===== src/rtl/scan_unload.sv =====
// -----------------------------------------------------------------------------
// scan_unload
//
// Captures a WIDTH-bit parallel word on request and unloads it serially, MSB
// first, over a valid/ready handshake. A one-cycle DONE pulse follows the last
// accepted bit. The block then returns to IDLE for at least one cycle before
// it samples REQ again.
//
// Optional feature: define SCAN_UNLOAD_PARITY_EN to add an even-parity bit
// after the data bits. The bit is the XOR of the captured word. With the
// macro undefined, the PAR state and the parity register are not built.
//
// Ports
//   CK      in   clock; all state changes on its rising edge
//   RN      in   asynchronous active-low reset
//   REQ     in   capture-and-unload request, sampled only in IDLE
//   PI      in   [WIDTH-1:0] parallel word, sampled on the accepting edge
//   SO_RDY  in   downstream accepts the current serial bit
//   SO      out  serial data, MSB first
//   SO_VLD  out  SO holds a valid bit
//   BUSY    out  an unload is in progress (SHIFT or PAR)
//   DONE    out  one-cycle pulse after the last bit is accepted
// -----------------------------------------------------------------------------
module scan_unload #(
    parameter int WIDTH = 8
) (
    input  logic             CK,
    input  logic             RN,
    input  logic             REQ,
    input  logic [WIDTH-1:0] PI,
    input  logic             SO_RDY,
    output logic             SO,
    output logic             SO_VLD,
    output logic             BUSY,
    output logic             DONE
);

    // The counter holds 0..WIDTH, so it never wraps during an unload.
    localparam int CNT_W = $clog2(WIDTH + 1);

`ifdef SCAN_UNLOAD_PARITY_EN
    typedef enum logic [1:0] {
        IDLE  = 2'd0,
        SHIFT = 2'd1,
        FIN   = 2'd2,
        PAR   = 2'd3
    } state_t;
`else
    typedef enum logic [1:0] {
        IDLE  = 2'd0,
        SHIFT = 2'd1,
        FIN   = 2'd2
    } state_t;
`endif

    state_t             state_q, state_d;
    logic [WIDTH-1:0]   shreg_q, shreg_d;
    logic [CNT_W-1:0]   cnt_q,   cnt_d;
`ifdef SCAN_UNLOAD_PARITY_EN
    logic               parity_q, parity_d;
`endif

    logic last_bit;
    assign last_bit = (cnt_q == CNT_W'(WIDTH - 1));

    // Next-state and output decode.
    always_comb begin
        // NOTE: every signal gets a default before the case statement. A path
        // that leaves a signal unassigned would otherwise infer a latch.
        state_d  = state_q;
        shreg_d  = shreg_q;
        cnt_d    = cnt_q;
`ifdef SCAN_UNLOAD_PARITY_EN
        parity_d = parity_q;
`endif
        SO       = 1'b0;
        SO_VLD   = 1'b0;
        BUSY     = 1'b0;
        DONE     = 1'b0;

        case (state_q)
            IDLE: begin
                // Ternaries rather than if/else: an X on REQ must propagate into
                // the state and datapath. An if/else would quietly treat it as 0.
                state_d  = REQ ? SHIFT : IDLE;
                shreg_d  = REQ ? PI : shreg_q;
                cnt_d    = REQ ? '0 : cnt_q;
`ifdef SCAN_UNLOAD_PARITY_EN
                parity_d = REQ ? ^PI : parity_q;
`endif
            end

            SHIFT: begin
                SO     = shreg_q[WIDTH-1];
                SO_VLD = 1'b1;
                BUSY   = 1'b1;
                if (SO_RDY) begin
                    shreg_d = {shreg_q[WIDTH-2:0], 1'b0};
                    cnt_d   = cnt_q + CNT_W'(1);
                    if (last_bit) begin
`ifdef SCAN_UNLOAD_PARITY_EN
                        state_d = PAR;
`else
                        state_d = FIN;
`endif
                    end
                end
            end

`ifdef SCAN_UNLOAD_PARITY_EN
            PAR: begin
                SO     = parity_q;
                SO_VLD = 1'b1;
                BUSY   = 1'b1;
                if (SO_RDY) begin
                    state_d = FIN;
                end
            end
`endif

            FIN: begin
                // REQ is ignored here. That guarantees one IDLE cycle
                // between back-to-back unloads.
                DONE    = 1'b1;
                state_d = IDLE;
            end

            default: begin
                // Reached only from an X or unused encoding. Propagate the
                // X instead of masking it.
                state_d = state_t'(2'bxx);
                shreg_d = 'x;
                cnt_d   = 'x;
                SO      = 1'bx;
                SO_VLD  = 1'bx;
                BUSY    = 1'bx;
                DONE    = 1'bx;
            end
        endcase
    end

    // State registers. Reset forces IDLE and clears the datapath, so every
    // output decodes to 0 right away, independent of CK.
    always_ff @(posedge CK or negedge RN) begin
        if (!RN) begin
            state_q  <= IDLE;
            shreg_q  <= '0;
            cnt_q    <= '0;
`ifdef SCAN_UNLOAD_PARITY_EN
            parity_q <= 1'b0;
`endif
        end else begin
            // NOTE: non-blocking assignments. Every register samples the
            // pre-edge values, whatever order these lines are in.
            state_q  <= state_d;
            shreg_q  <= shreg_d;
            cnt_q    <= cnt_d;
`ifdef SCAN_UNLOAD_PARITY_EN
            parity_q <= parity_d;
`endif
        end
    end

endmodule


===== config.mk =====
export PLATFORM = sky130hd
export DESIGN_NAME = scan_unload
export DESIGN_NICKNAME = d
export VERILOG_FILES = /design/src/rtl/scan_unload.sv
export SDC_FILE = /design/constraint.sdc
export NUM_CORES = 1
export LEC_CHECK = 0
export CAP_MARGIN = 15
export CORE_MARGIN = 5
export CORE_UTILIZATION = 49
export DETAILED_ROUTE_END_ITERATION = 7
export PLACE_DENSITY = 0.74
export SLEW_MARGIN = 20
export SYNTH_ARGS = -nofsm -noshare
export SYNTH_HDL_FRONTEND = slang
export SYNTH_SLANG_ARGS = --single-unit

===== constraint.sdc =====
create_clock -name CK -period 2.3 [get_ports CK]
set_input_delay 0.46 -clock CK [delete_from_list [all_inputs] [get_ports CK]]
set_output_delay 0.46 -clock CK [all_outputs]
set_load 0.005 [all_outputs]

==> out/metrics.csv, run 1 <==
stage;metric;value;unit
run_status;status;finished, final reports clean;
sta;whs;503;ps
setup_path;slowest_stage;clkdlybuf4s50_1;
layout;final_nets;102;
clocking;cts_tree;built;
logic_synthesis;syn-instance-count;66;
die;die_y;50.3;um
layout;final_cell_mix;16 x mux2_2, 15 x clkdlybuf4s50_1, 14 x dfrtp_1;
sta;min_period;2170;ps
detailed_routing;wire_per_inst;13.6;um
power;p_per_area;1040;nW/um^2
sta;finalSetupTns;0;ps
logic_synthesis;syn-num-nets;83;
setup_path;crit_required;1840;ps
min_path;hold_class;flip-flop to flip-flop;
min_path;min_path_cells;1;
clocking;cts_max_level;1;
layout;layout-drive-gt1-share;0.286;
detailed_routing;vias;545;
layout;antenna_cells;0;
sta;finalMaxSlewViolations;0;
setup_path;cp-start-kind;flip-flop;
sta;clock_skew;1.07;ps
sta;post-route-period-util;0.943;
detailed_routing;via_per_inst;5.45;
min_path;hold_end;shreg_q[7]$_DFFE_PN0P_;
global_route;grt_pass1_vias;525;
detailed_routing;remaining_drc_errors;0;
die;core_area;1520;sq um
die;die_w;50.3;um
sta;worstMarginPinSlew;630;ps
logic_synthesis;syn_area;796;sq um
logic_synthesis;post_synth.cell_area_avg;12.1;sq um
sta;hold_viol;0;
setup_path;cpPeakStageDelay;490;ps
setup_path;path_delay_family;buffers and inverters;
sta;slew_headroom;0.579;
logic_synthesis;ys_ff_latch;14;
detailed_routing;firstDrtPassIters;4;
setup_path;worstPathArrival;1710;ps
placement;dpl.hpwl;1040;um
global_route;grt_first_pass_wirelength;2260;um
global_route;grt_start_max_net_pins;15;
global_route;grt_overflow;0;
min_path;hold_path.startpoint;shreg_q[7]$_DFFE_PN0P_;
clocking;clkLatencyLatePin;280;ps
die;die-area;2530;sq um
placement;port_buffers;15;
sta;fmax;0.461;GHz
clocking;cts_buffers;3;
placement;gp_congestion;0.739;
detailed_routing;wirelength;1360;um
setup_path;crit_chain;inv_1 > ha_1 > nor2_2 > and2_1 > clkdlybuf4s50_1;
setup_path;critPathKind;flip-flop to primary output;
global_route;antenna_found_initial;0;
logic_synthesis;ys_warn_count;0;
clocking;clk_pin_slew_worst_paths;80;ps
setup_path;r2r-end;cnt_q[0]$_DFFE_PN0P_;
global_route;grtUsageTotal;0.117;
setup_path;cp-end-kind;primary output;
logic_synthesis;ys_seq_area_frac;0.440;
setup_path;crit_buf_inv;2;
setup_path;startpoint;state_q[0]$_DFFE_PN0P_;
setup_path;crit_fanout;3;
detailed_routing;ant_nets;0;
clocking;clockBufferDepth;2;
layout;final_common_cell;mux2_2;
setup_path;r2r_slack;420;ps
clocking;ctsRootBufferMaster;clkbuf_4;
sta;rsz0062_at_grt;no;
die;ioPinCount;16;
layout;fillers;118;
sta;setup_viol;0;
power;ir_drop;707;uV
layout;synthToLayoutAreaGrowth;26.1;%
setup_path;rr_worst_depth;5;
run;cap_violations;0;
clocking;cts.sinks;14;
detailed_routing;drt-initial-drc-count;9;
die;initial_core_util;0.522;
power;p_leak;0.433;nW
setup_path;reg2reg_from;state_q[0]$_DFFE_PN0P_;
logic_synthesis;netlist-cell-type-count;24;
die;rows;14;
clocking;hold_buffers;0;
## layout make-up
cell class / instances / area, sq um / share of cell area
clock buffer: 4 / 36.3 / 0.0362
timing repair buffer: 17 / 165 / 0.165
sequential: 14 / 350 / 0.349
inverter: 2 / 7.51 / 0.00748
tap: 16 / 20.0 / 0.0200
multi-input combinational: 47 / 424 / 0.423
## routing by layer
| layer | up-vias | global-route usage | share of wire | wire length, um |
|---|---|---|---|---|
| li1 | 275 | - | - | - |
| met1 | 257 | 0.132 | 0.42 | 575 |
| met5 | - | 0 | 0 | 0 |
| met3 | 2 | 0.0651 | 0.072 | 97 |
| met2 | 11 | 0.188 | 0.49 | 667 |
| met4 | 0 | 0.0383 | 0.010 | 14 |
## worst reg2reg max path, delay by kind of cell (launching register included)
family        cells  cell delay, ps
buf+inv           1             140
fa+ha+maj         1             220
mux               1             400
flops             1             400
simple gates      2             610
## registers in the layout, summed over array words and instances, names as in the netlist
name / cells
cnt_q: 4
state_q: 2
shreg_q: 8
## kinds of logic (layout without fill, tap and decap cells)
logic type               count (synthesis)  in the layout  share of synthesized area
adder cells (fa/ha/maj)                  5              5                     0.0786
multiplexers                            17             17                      0.239
buffers and inverters                    5             23                     0.0299
flip-flops                              14             14                      0.440
AO/OA/AOI/OAI                           10             10                     0.0865
AND/OR/NAND/NOR                         15             15                      0.126
## how the worst max path moves through the flow
stage / to / slack, ps / cells past startpoint
after floorplan: shreg_q[1]$_DFFE_PN0P_ / 580 / 5
after global placement: shreg_q[1]$_DFFE_PN0P_ / 310 / 4
after detailed placement: cnt_q[0]$_DFFE_PN0P_ / 260 / 4
after CTS: SO / 40 / 5
after global routing: SO / 9 / 5
final: SO / 130 / 5
## per-stage QoR
stage          worst slack, ps  area [sq um]  utilization  std cells  power [W]
4_1_cts                   42.5           993        0.652         99    0.00105
3_3_place_gp               312           957        0.628         95   0.000846
6_report                   132          1000        0.658        100    0.00104
5_1_grt                   9.35          1000        0.658        100    0.00113
2_1_floorplan              585           796            -         66   0.000739
3_5_place_dp               259           957        0.628         95   0.000868
## power by group
| part | leakage (nW) | switching (W) | total (W) | internal (W) |
|---|---|---|---|---|
| clock network | 0.0210 | 0.0000764 | 0.000173 | 0.0000963 |
| logic | 0.237 | 0.000190 | 0.000472 | 0.000282 |
| registers | 0.175 | 0.0000529 | 0.000397 | 0.000344 |
| total | 0.433 | 0.000319 | 0.00104 | 0.000722 |
## Yosys cell counts
cell | instances | area (sq um)
o31ai_1 | 4 | 30.0
mux2_2 | 16 | 180
inv_1 | 2 | 7.51
and2_1 | 1 | 6.26
nand4b_1 | 1 | 8.76
mux2i_1 | 1 | 10.0
nand2_1 | 1 | 3.75
a21oi_1 | 1 | 5.00
nand2b_1 | 2 | 12.5
o311ai_1 | 1 | 8.76
buf_2 | 1 | 5.00
nand3b_1 | 1 | 7.51
buf_4 | 1 | 7.51
ha_1 | 5 | 62.6
or3_1 | 1 | 6.26
nor2b_1 | 4 | 25.0
clkbuf_1 | 1 | 3.75
nor2_1 | 1 | 3.75
nor3_4 | 1 | 16.3
nand3_1 | 2 | 10.0
o21ai_0 | 2 | 10.0
dfrtp_1 | 14 | 350
a21boi_0 | 1 | 7.51
o21a_1 | 1 | 7.51
## what timing repair did
item | CTS | global route
setup endpoints to repair | 0 | 1
gates resized for setup | 0 | 1
buffers inserted | 0 | 1
No activity file was read; power rests on OpenSTA's default activity.
==> run 2: changes to the inputs <==
--- a/config.mk
+++ b/config.mk
@@ -9,7 +9,7 @@
 export CORE_MARGIN = 5
 export CORE_UTILIZATION = 49
 export DETAILED_ROUTE_END_ITERATION = 7
-export PLACE_DENSITY = 0.74
+export PLACE_DENSITY = 0.86
 export SLEW_MARGIN = 20
 export SYNTH_ARGS = -nofsm -noshare
 export SYNTH_HDL_FRONTEND = slang
==> run 2 against run 1 <==
  * Clock skew rose by 7.1 ps
  * Critical endpoint unchanged
  * Clock power rose by 7%
  * Largest cell class unchanged
  * Routed wire length rose by 8.5%
  * Via count rose by 5.5%
  * Power rose by 1.6%
  * Utilization did not move
  * Count of clock-buffer cells in the layout did not move
  * Final area did not move
  * First-iteration DRC count fell by 67%
  * Die area did not move
  * Fmax fell by 0.39%
  * Sequential cell count did not move
  * Highest routed layer unchanged
==> out/metrics.csv, run 2 (synthesis gave the netlist of run 1 again) <==
stage;metric;value;unit;change
clocking;cts_buffers;3;;unchanged
clocking;cts_tree;built;;
sta;hold_viol;0;;unchanged
setup_path;crit_fanout;3;;unchanged
sta;min_period;2180;ps;+8.45 ps
setup_path;r2r-end;shreg_q[1]$_DFFE_PN0P_;;
setup_path;cpPeakStageDelay;490;ps;about the same
run_status;status;finished, final reports clean;;
layout;antenna_cells;0;;unchanged
sta;finalMaxSlewViolations;0;;unchanged
sta;post-route-period-util;0.946;;+0.00368
layout;reg_top3;shreg_q (8), cnt_q (4), state_q (2);;
clocking;clkLatencyLatePin;300;ps;+20 ps
min_path;hold_class;flip-flop to flip-flop;;
clocking;ctsRootBufferMaster;clkbuf_4;;
global_route;grt_overflow;0;;unchanged
layout;layout-drive-gt1-share;0.286;;unchanged
global_route;grt_first_pass_wirelength;2550;um;+13%
run;cap_violations;0;;unchanged
min_path;hold_path.startpoint;shreg_q[2]$_DFFE_PN0P_;;
die;die_y;50.3;um;unchanged
min_path;hold_end;shreg_q[2]$_DFFE_PN0P_;;
detailed_routing;drt-initial-drc-count;3;;-6
layout;final_cell_mix;16 x mux2_2, 15 x clkdlybuf4s50_1, 14 x dfrtp_1;;
layout;top_register;shreg_q;;
detailed_routing;wire_per_inst;14.7;um;+8.5%
detailed_routing;wl_met3;100;um;+3.1%
sta;worstMarginPinSlew;614;ps;-15.3 ps
detailed_routing;firstDrtPassIters;3;;-1
sta;fmax;0.459;GHz;-0.39%
setup_path;r2r_slack;450;ps;+30 ps
setup_path;critPathKind;flip-flop to primary output;;
die;die-area;2530;sq um;unchanged
detailed_routing;ant_nets;0;;unchanged
detailed_routing;m1WireLength;589;um;+2.4%
sta;slew_headroom;0.589;;+0.0102
sta;clock_skew;8.22;ps;+7.15 ps
setup_path;worstPathArrival;1720;ps;about the same
setup_path;cp-start-kind;flip-flop;;
power;p_per_area;1050;nW/um^2;+1.6%
global_route;antenna_found_initial;0;;unchanged
layout;final_common_cell;mux2_2;;
global_route;grt_start_max_net_pins;15;;unchanged
setup_path;cp-end-kind;primary output;;
sta;final.setup.worst_slack;124;ps;-8.45 ps
setup_path;crit_chain;inv_1 > ha_1 > nor2_2 > and2_1 > clkdlybuf4s50_1;;
layout;fillers;119;;+0.85%
global_route;grt_pass1_vias;607;;+16%
die;initial_core_util;0.522;;unchanged
sta;setup_viol;0;;unchanged
setup_path;crit_required;1840;ps;about the same
detailed_routing;remaining_drc_errors;0;;unchanged
clocking;clockBufferDepth;2;;unchanged
setup_path;reg2reg_from;state_q[0]$_DFFE_PN0P_;;
die;rows;14;;unchanged
placement;dpl_worst_slack;289;ps;+30.2 ps
die;ioPinCount;16;;unchanged
placement;dpl.hpwl;1120;um;+7.7%
power;p_total;0.00106;W;+1.6%
placement;port_buffers;15;;unchanged
sta;finalSetupTns;0;ps;unchanged
clocking;clk_pin_slew_worst_paths;90;ps;about the same
detailed_routing;vias;575;;+5.5%
detailed_routing;via_per_inst;5.75;;+5.5%
detailed_routing;highest_layer;met4;;
layout;largest_reg_flops;8;;unchanged
min_path;min_path_cells;1;;unchanged
sta;rsz0062_at_grt;no;;
clocking;cts_max_level;1;;unchanged
detailed_routing;met2WireLength;706;um;+5.8%
power;p_leak;0.433;nW;unchanged
layout;final_nets;102;;unchanged
placement;gp_congestion;0.809;;+9.6%
setup_path;rr_worst_depth;5;;unchanged
layout;synthToLayoutAreaGrowth;26.1;%;unchanged
setup_path;slowest_stage;clkdlybuf4s50_1;;
die;core_area;1520;sq um;unchanged
global_route;grtUsageTotal;0.134;;+0.0168
power;ir_drop;600;uV;-15%
detailed_routing;wirelength;1470;um;+8.5%
die;die_w;50.3;um;unchanged
clocking;cts.sinks;14;;unchanged
run 2: report_power, final:
part           leakage, nW  switching, W  internal [W]  total (W)
logic                0.237      0.000196      0.000282   0.000478
registers            0.175     0.0000516      0.000344   0.000395
clock network       0.0210     0.0000883     0.0000966   0.000185
run 2: layout make-up:
type / instances / area, sq um / area share
clock buffer: 4 / 36.3 / 0.0362
inverter: 2 / 7.51 / 0.00748
multi-input combinational: 47 / 424 / 0.423
sequential: 14 / 350 / 0.349
tap: 16 / 20.0 / 0.0200
timing repair buffer: 17 / 165 / 0.165
run 2: per-layer routing:
metal	track usage	vias to the layer above
met4	0.111	0
li1	-	273
met5	0	-
met3	0.0562	9
met2	0.213	15
met1	0.135	278
run 2: how the worst max path moves through the flow:
| stage | start | cells after the start | slack (ps) | to |
|---|---|---|---|---|
| floorplan | state_q[1]$_DFFE_PN0P_ | 5 | 580 | shreg_q[1]$_DFFE_PN0P_ |
| global placement | REQ | 4 | 330 | shreg_q[2]$_DFFE_PN0P_ |
| detailed placement | REQ | 4 | 290 | shreg_q[1]$_DFFE_PN0P_ |
| CTS | state_q[0]$_DFFE_PN0P_ | 5 | 20 | SO |
| global route | state_q[1]$_DFFE_PN0P_ | 5 | 30 | SO |
| finish | state_q[0]$_DFFE_PN0P_ | 5 | 120 | SO |
run 2: critical path, delay by kind of cell, from the launching register on:
kind | cells | cell delay [ps]
buffers and inverters | 2 | 560
adders and majority gates | 1 | 210
DFF | 1 | 360
and+or+nand+nor | 2 | 290
run 2: repair_timing:
action                                  4_1_cts  5_1_grt
endpoints found under the setup margin        0        1
buffers inserted                              0        1
resized for setup                             0        1
hold buffers                                  0        0
run 2: metrics by stage:
| stage | hold slack [ps] | instance area (sq um) | utilization | cells |
|---|---|---|---|---|
| finish | 511 | 1000 | 0.658 | 100 |
| global route | 534 | 1000 | 0.658 | 100 |
| CTS | 516 | 993 | 0.652 | 99 |
| detailed placement | 497 | 957 | 0.628 | 95 |
| global placement | 486 | 957 | 0.628 | 95 |
| floorplan | 164 | 796 | - | 66 |
==> run 3: changes to the inputs <==
--- a/config.mk
+++ b/config.mk
@@ -5,11 +5,14 @@
 export SDC_FILE = /design/constraint.sdc
 export NUM_CORES = 1
 export LEC_CHECK = 0
+export ABC_CLOCK_PERIOD_IN_PS = 2300
 export CAP_MARGIN = 15
 export CORE_MARGIN = 5
-export CORE_UTILIZATION = 49
+export CORE_UTILIZATION = 50
 export DETAILED_ROUTE_END_ITERATION = 7
-export PLACE_DENSITY = 0.86
+export DONT_BUFFER_PORTS = 1
+export GPL_ROUTABILITY_DRIVEN = 1
+export PLACE_DENSITY = 0.74
 export SLEW_MARGIN = 20
 export SYNTH_ARGS = -nofsm -noshare
 export SYNTH_HDL_FRONTEND = slang
==> run 3 against run 2 <==
  * Final cell count is 16% lower
  * First-iteration DRC count grew 130%
  * Die area decreased by 1.6%
  * Critical path type unchanged
  * Largest power group is now registers
==> out/metrics.csv, run 3 (synthesis gave the netlist of run 1 again) <==
stage;metric;value;unit;change
clocking;clockBufferDepth;2;;unchanged
sta;rsz0062_at_grt;no;;
layout;reg_top3;shreg_q (8), cnt_q (4), state_q (2);;
die;rows;14;;unchanged
clocking;cts_setup_buffers;0;;unchanged
layout;seq_area;350;sq um;unchanged
detailed_routing;drt-initial-drc-count;7;;+4
clocking;cts.sinks;14;;unchanged
layout;final_common_cell;mux2_2;;
detailed_routing;remaining_drc_errors;0;;unchanged
layout;synthToLayoutAreaGrowth;6.29;%;
layout;largest_reg_flops;8;;unchanged
setup_path;path_depth;4;;-1
sta;finalMaxSlewViolations;0;;unchanged
global_route;grtUsageMet2;0.199;;-0.0142
detailed_routing;firstDrtPassIters;4;;+1
setup_path;crit_required;1840;ps;about the same
sta;clock_skew;8.54;ps;+0.324 ps
layout;final_cell_mix;16 x mux2_2, 14 x dfrtp_1, 5 x ha_1;;
placement;gp_congestion;0.790;;-2.4%
layout;final_nets;86;;-16%
sta;worstMarginPinSlew;641;ps;+26.9 ps
placement;postPlaceCellArea;800;sq um;-16%
clocking;cts_tree;built;;
placement;dpl_worst_slack;450;ps;+160 ps
min_path;hold_class;input pin to flip-flop;;
sta;min_period;2000;ps;-176 ps
setup_path;critPathKind;flip-flop to primary output;;
detailed_routing;via_per_inst;5.82;;+1.2%
layout;multi_input_area;422;sq um;-0.59%
clocking;clkLatencyLatePin;280;ps;-20 ps
setup_path;rr_worst_depth;5;;unchanged
setup_path;cp-start-kind;flip-flop;;
sta;hold_viol;0;;unchanged
die;die_w;49.9;um;-0.81%
clocking;cts_max_level;1;;unchanged
global_route;grt_overflow;0;;unchanged
global_route;grt_start_max_net_pins;15;;unchanged
power;ir_drop;535;uV;-11%
power;p_leak;0.369;nW;-15%
layout;stdcell_area;846;sq um;-16%
sta;final.setup.worst_slack;300;ps;+176 ps
placement;dpl.hpwl;954;um;-15%
detailed_routing;wire_per_inst;15.6;um;+6.4%
die;ioPinCount;16;;unchanged
sta;fmax;0.500;GHz;+8.8%
placement;port_buffers;0;;-15
global_route;grtUsageTotal;0.119;;-0.0150
layout;layout-drive-gt1-share;0.309;;+0.0231
clocking;cts_buffers;3;;unchanged
die;die_y;49.9;um;-0.81%
setup_path;cp-end-kind;primary output;;
die;die-area;2490;sq um;-1.6%
detailed_routing;vias;489;;-15%
setup_path;crit_chain;inv_1 > ha_1 > nor2_1 > and2_1;;
clocking;ctsRootBufferMaster;clkbuf_4;;
run_status;status;finished, final reports clean;;
detailed_routing;wirelength;1310;um;-11%
setup_path;worstPathArrival;1540;ps;-180 ps
sta;post-route-period-util;0.870;;-0.0765
die;core_area;1510;sq um;-1.1%
layout;top_register;shreg_q;;
detailed_routing;ant_nets;0;;unchanged
setup_path;crit_fanout;8;;+5
die;initial_core_util;0.528;;+0.00607
sta;finalSetupTns;0;ps;unchanged
clocking;clk_pin_slew_worst_paths;80;ps;about the same
layout;antenna_cells;0;;unchanged
min_path;min_path_cells;2;;+1
global_route;grt_first_pass_wirelength;2290;um;-10%
setup_path;slowest_stage;dfrtp_1;;
setup_path;path_delay_family;simple AND/OR/NAND/NOR gates;;
global_route;antenna_found_initial;0;;unchanged
setup_path;cpPeakStageDelay;390;ps;-100 ps
global_route;grt_most_used_layer;met2;;
run;cap_violations;0;;unchanged
layout;fillers;134;;+13%
setup_path;crit_buf_inv;1;;-1
global_route;grt_pass1_vias;538;;-11%
sta;setup_viol;0;;unchanged
global_route;gr-usage-met3;0.0723;;+0.0161
power;p_per_area;1130;nW/um^2;+7.4%
sta;slew_headroom;0.571;;-0.0181
global_route;met1_usage;0.121;;-0.0139
## run 3: final cells by class
cell class	instances	share of cell area
sequential	14	0.414
clock buffer	4	0.0429
tap	16	0.0237
timing repair buffer	1	0.0118
multi-input combinational	47	0.499
inverter	2	0.00888
## run 3: what timing repair did
action	in CTS	in global routing
resized for setup	0	0
hold endpoints to repair	14	0
hold buffers	1	0
## run 3: power breakdown
part,switching (W),leakage (nW),total [W],internal (W)
clock network,0.0000777,0.0210,0.000174,0.0000963
logic,0.000172,0.173,0.000389,0.000217
registers,0.0000515,0.175,0.000395,0.000344
total,0.000301,0.369,0.000958,0.000657
## run 3: worst paths after layout
kind	start	endpoint	slack, ps
min in group asynchronous	RN	cnt_q[1]$_DFFE_PN0P_	630
worst min-delay path	REQ	state_q[0]$_DFFE_PN0P_	330
worst max register to register	state_q[0]$_DFFE_PN0P_	shreg_q[2]$_DFFE_PN0P_	450
max in group asynchronous	RN	shreg_q[2]$_DFFE_PN0P_	1250
worst max-delay path	state_q[0]$_DFFE_PN0P_	SO	300
worst min register to register	shreg_q[7]$_DFFE_PN0P_	shreg_q[7]$_DFFE_PN0P_	510
## run 3: metrics by stage
step | std cells | power (W) | hold slack (ps) | util
floorplan | 66 | 0.000739 | 164 | -
global placement | 79 | 0.000775 | 165 | 0.531
detailed placement | 79 | 0.000789 | 165 | 0.531
CTS | 84 | 0.000973 | 327 | 0.561
global route | 84 | 0.00105 | 318 | 0.561
finish | 84 | 0.000958 | 333 | 0.561
## run 3: per-layer routing
| metal | routed length [um] | share of wire |
|---|---|---|
| met1 | 549 | 0.42 |
| met2 | 658 | 0.50 |
| met3 | 94 | 0.072 |
| met4 | 12 | 0.0091 |
| met5 | 0 | 0 |
